## src/rtl/logic_unit_pkg.sv

```systemverilog
// Shared definitions for the bitwise logic unit.
// Op codes and the op-code type used by the datapath.
package logic_unit_pkg;

  typedef logic [1:0] logic_op_t;

  localparam logic_op_t OP_AND = 2'b00;
  localparam logic_op_t OP_OR  = 2'b01;
  localparam logic_op_t OP_XOR = 2'b10;
  localparam logic_op_t OP_NOR = 2'b11;

  // Bits needed to count up to and including n ones.
  function automatic int count_width(input int n);
    return $clog2(n + 1);
  endfunction

endpackage

```

## src/rtl/logic_unit_popcount.sv

```systemverilog
// Combinational ones counter built as a balanced binary adder tree.
// Leaves are padded to a power of two; each level halves the node count.
module popcount
  import logic_unit_pkg::*;
#(
  parameter int WIDTH = 64,
  parameter int CW    = count_width(WIDTH)
) (
  input  logic [WIDTH-1:0] data,
  output logic [CW-1:0]    count
);

  localparam int LV = (WIDTH > 1) ? $clog2(WIDTH) : 0;
  localparam int N  = 1 << LV;

  for (genvar l = 0; l <= LV; l++) begin : g_lvl
    localparam int M = N >> l;
    logic [CW-1:0] s [M];
    for (genvar i = 0; i < M; i++) begin : g_node
      if (l == 0) begin : g_leaf
        if (i < WIDTH) begin : g_bit
          assign s[i] = CW'(data[i]);
        end else begin : g_pad
          assign s[i] = '0;
        end
      end else begin : g_sum
        assign s[i] = g_lvl[l-1].s[2*i] + g_lvl[l-1].s[2*i+1];
      end
    end
  end

  assign count = g_lvl[LV].s[0];

endmodule

```

## src/rtl/logic_unit.sv

```systemverilog
// 64-bit AND/OR/XOR/NOR unit with combinational result and zero flag,
// plus a registered copy carrying zero flag and ones count.
module logic_unit
  import logic_unit_pkg::*;
#(
  parameter int WIDTH = 64,
  parameter int CW    = $clog2(WIDTH + 1)
) (
  input  logic             clk,
  input  logic             rst,
  input  logic [WIDTH-1:0] a,
  input  logic [WIDTH-1:0] b,
  input  logic_op_t        op,
  input  logic             in_valid,
  output logic [WIDTH-1:0] y,
  output logic             zero,
  output logic             out_valid,
  output logic [WIDTH-1:0] y_q,
  output logic             zero_q,
  output logic [CW-1:0]    ones_q
);

  logic [CW-1:0] ones;

  always_comb begin
    y = '0;
    unique case (op)
      OP_AND: y = a & b;
      OP_OR:  y = a | b;
      OP_XOR: y = a ^ b;
      OP_NOR: y = ~(a | b);
      default: y = '0;
    endcase
  end

  assign zero = ~|y;

  popcount #(
    .WIDTH (WIDTH),
    .CW    (CW)
  ) u_popcount (
    .data  (y),
    .count (ones)
  );

  always_ff @(posedge clk or posedge rst) begin
    if (rst) begin
      out_valid <= 1'b0;
      y_q       <= '0;
      zero_q    <= 1'b0;
      ones_q    <= '0;
    end else begin
      out_valid <= in_valid;
      if (in_valid) begin
        y_q    <= y;
        zero_q <= zero;
        ones_q <= ones;
      end
    end
  end

endmodule

```

## config.mk

```make
export PLATFORM = sky130hd
export DESIGN_NAME = logic_unit
export DESIGN_NICKNAME = d
export VERILOG_FILES = /design/src/rtl/logic_unit_pkg.sv /design/src/rtl/logic_unit_popcount.sv /design/src/rtl/logic_unit.sv
export SDC_FILE = /design/constraint.sdc
export NUM_CORES = 1
export LEC_CHECK = 0
export ABC_AREA = 1
export CORE_MARGIN = 2
export CORE_UTILIZATION = 27
export DETAILED_ROUTE_END_ITERATION = 8
export GPL_TIMING_DRIVEN = 0
export SLEW_MARGIN = 10
export SYNTH_ARGS = -nofsm -noshare
export SYNTH_HDL_FRONTEND = slang
export SYNTH_SLANG_ARGS = --single-unit
```

## constraint.sdc

```tcl
create_clock -name clk -period 3.6 [get_ports clk]
set_clock_uncertainty 0.15 [all_clocks]
set_input_delay 1.08 -clock clk [delete_from_list [all_inputs] [get_ports clk]]
set_output_delay 1.08 -clock clk [all_outputs]
set_load 0.05 [all_outputs]
```

==> results.json <==
{
  "outcome": "complete, but fails checks",
  "violations": "setup timing",
  "worst_slew_pin_slew_ps": 845.6,
  "syn2layout_area_growth_pct": 75.45,
  "pwr-share-seq_pct": 7.0,
  "cp_slowest_cell": "fa_1",
  "hold_path_class": "flip-flop to flip-flop",
  "io_buffers": 269,
  "ys_ff_latch": 73,
  "root_buffer": "clkbuf_16",
  "dr.pass1.iters": 5,
  "ant_nets": 0,
  "first_global_vias": 11460,
  "clkLatencyLatePin_ps": 340,
  "p_leak_nw": 8.994,
  "clockPowerShare_pct": 7.2,
  "synth_common_cells": "nand2_1 (371), inv_1 (317), ha_1 (203)",
  "instances_no_fill": 2298,
  "critPathMaxFanout": 5,
  "hold_depth": 2,
  "slew_violations": 0,
  "period_needed_ps": 6846,
  "cts_tree": "done",
  "crit_path_end_kind": "flip-flop",
  "drt-vias-per-instance": 4.528,
  "wl_um": 42930,
  "p_sw_mw": 8.003,
  "synthMostInstantiatedCell": "nand2_1",
  "initial_utilization_pct": 27.44,
  "drive_gt1_share_pct": 37.06,
  "pwr-share-comb_pct": 85.7,
  "cts_num_sinks": 73,
  "critPathMaxStageDelay_ps": 580,
  "syn_area_sq_mm": 0.009759,
  "grt_max_degree": 38,
  "critical_path_class": "input pin to flip-flop",
  "critical_path.most_common_cell": "fa_1",
  "placed_cells": 2050,
  "grt_usage_pct": 23.84,
  "critPathLaunchType": "input pin",
  "dieHeight_um": 194.1,
  "hold_viol_final": 0,
  "cts_buffer_depth": 2,
  "maxSlewHeadroom_pct": 43.62,
  "htree_num_levels": 3,
  "post_dp_cell_area_sq_mm": 0.01334,
  "hpwl_um": 30280,
  "worst_slack_ps": -3246,
  "final_core_util_pct": 48.14,
  "required_ps": 3690,
  "max_freq_ghz": 0.1461,
  "rows": 69,
  "sw_frac_of_total_pct": 50.60,
  "syn-num-nets": 1715,
  "synth_top_area_cell": "ha_1",
  "synth-async-reset-ratio_pct": 100.0,
  "crit_arrival_ps": 6930,
  "rsz0062_at_grt": "yes",
  "core_sq_mm": 0.03557,
  "synth_area_per_cell_sq_um": 7.399,
  "die-area_sq_mm": 0.03768,
  "antenna_found_initial": 6,
  "synth_ff_type": "dfrtp_1",
  "drc": 0,
  "die_w_um": 194.1,
  "vdd_drop_max_v": 0.002586,
  "synth-seq-area-share_pct": 18.72,
  "routabilityCongestion": 0.8734,
  "power.density_mw_per_mm2": 923.7,
  "synth-edff-count": 0,
  "cts_buffers": 9,
  "routedWlPerCell_um": 18.68,
  "p_int_mw": 7.812,
  "grt-ovfl-total": 0,
  "synthCells": 1319,
  "dp_slack_ps": -4360,
  "synth_warnings": 0,
  "synthTopCellsByArea": "ha_1 (26%), dfrtp_1 (19%), nand2_1 (14%), fa_1 (12%), inv_1 (12%)",
  "drt_iter0_drc": 419,
  "stdcell_area_sq_mm": 0.01712,
  "finalSetupViolations": 42,
  "clk_pin_slew_ps": 60,
  "io_pins": 271,
  "synth_top_area_share_pct": 26.03,
  "via_count": 10410,
  "fin_crit_sh_pct": 190.2,
  "fin_nets": 2223,
  "worstRegToRegCells": 2,
  "finalPower_mw": 15.82,
  "cap_violations": 0,
  "cts_hold_buf": 0,
  "yosysUniqueCellTypes": 27,
  "grt_pass1_wl_um": 67550
}
power groups by stage:
| stage | logic (mW) | registers (mW) | clock network [mW] |
|---|---|---|---|
| final | 13.6 | 1.11 | 1.14 |
| after global routing | 15.0 | 1.13 | 1.19 |
| after CTS | 13.2 | 1.11 | 1.16 |
| after detailed placement | 12.3 | 1.13 | 0 |
| after global placement | 12.1 | 1.12 | 0 |
| after floorplan | 9.22 | 1.57 | 0 |
layout make-up:
class	instances	area, sq um
flip-flops and latches	73	1827
repair buffers	497	4822
inverters	322	1301
fillers	3387	18450
well taps	461	576.8
diodes	5	12.51
clock buffers	12	256.5
clock inverters	4	98.84
multi-input cells	879	7766
plain buffers	45	461.7
timing repair:
item,CTS,global route
gates resized for setup,871,292
setup buffers,297,58
endpoints found under the setup margin,72,69
pin swaps,130,84
cloned,1,2
hold endpoints to repair,0,0
state kept, by name, indices dropped and copies added (netlist names):
name and flops:
y_q 64, ones_q 7, out_valid 1, zero_q 1
metal layers:
| layer | wire length, um | vias up | track usage [%] |
|---|---|---|---|
| met2 | 20640 | 347 | 40.13 |
| met1 | 17960 | 5018 | 29.26 |
| li1 | - | 4928 | - |
| met3 | 2241 | 111 | 4.540 |
| met5 | 13 | - | 0 |
| met4 | 2071 | 2 | 11.45 |
stage by stage:
step                      hold slack (ps)  setup TNS (ps)
final                               326.3          -28030
after global routing                354.8          -31530
after CTS                           331.4          -36260
after detailed placement            314.1         -103860
after global placement              313.3         -181080
after floorplan                     601.0          -21170
kinds of logic (layout without fill, tap and decap cells):
family	Yosys count	after routing	share of synthesized area, %
buf+inv	367	880	15.14
xor+xnor	18	18	1.615
simple gates	512	512	21.76
other cells	0	5	0
fa+ha+maj	263	263	38.33
flops	73	73	18.72
compound gates	86	86	4.436
layout by cell type (no fill, tap or decap), types with 17 or more instances in the layout:
cell | Yosys | layout
nand2_2 | 0 | 55
inv_1 | 317 | 236
buf_12 | 0 | 23
ha_1 | 203 | 166
inv_2 | 4 | 62
nand2_4 | 1 | 20
buf_4 | 5 | 170
o21ai_2 | 0 | 27
buf_8 | 0 | 48
nand3_1 | 64 | 42
nand2_1 | 371 | 295
ha_4 | 0 | 27
dfrtp_1 | 73 | 73
dlygate4sd2_1 | 0 | 104
o21ai_1 | 30 | 33
clkdlybuf4s50_1 | 0 | 75
o21ai_0 | 51 | 17
nor2_4 | 1 | 29
buf_6 | 7 | 75
fa_1 | 60 | 49
worst max-delay path: cells and delay by family:
kind	cells	cell delay (ps)
xor gates and xnor gates	1	180
and+or+nand+nor	7	450
adders and majority gates	10	4060
buffers and inverters	12	1160
path summary, 6_finish.rpt:
| check | startpoint | slack [ps] | endpoint |
|---|---|---|---|
| setup / recovery | op[1] | -3250 | ones_q[5] |
| max in group asynchronous | rst | 1720 | y_q[18] |
| hold reg to reg | ones_q[5] | 330 | ones_q[5] |
| hold / removal | ones_q[5] | 330 | ones_q[5] |
| setup reg to reg | y_q[19] | 2730 | y_q[19] |
| min in group asynchronous | rst | 960 | out_valid |
(Power assumes the default switching activity.)
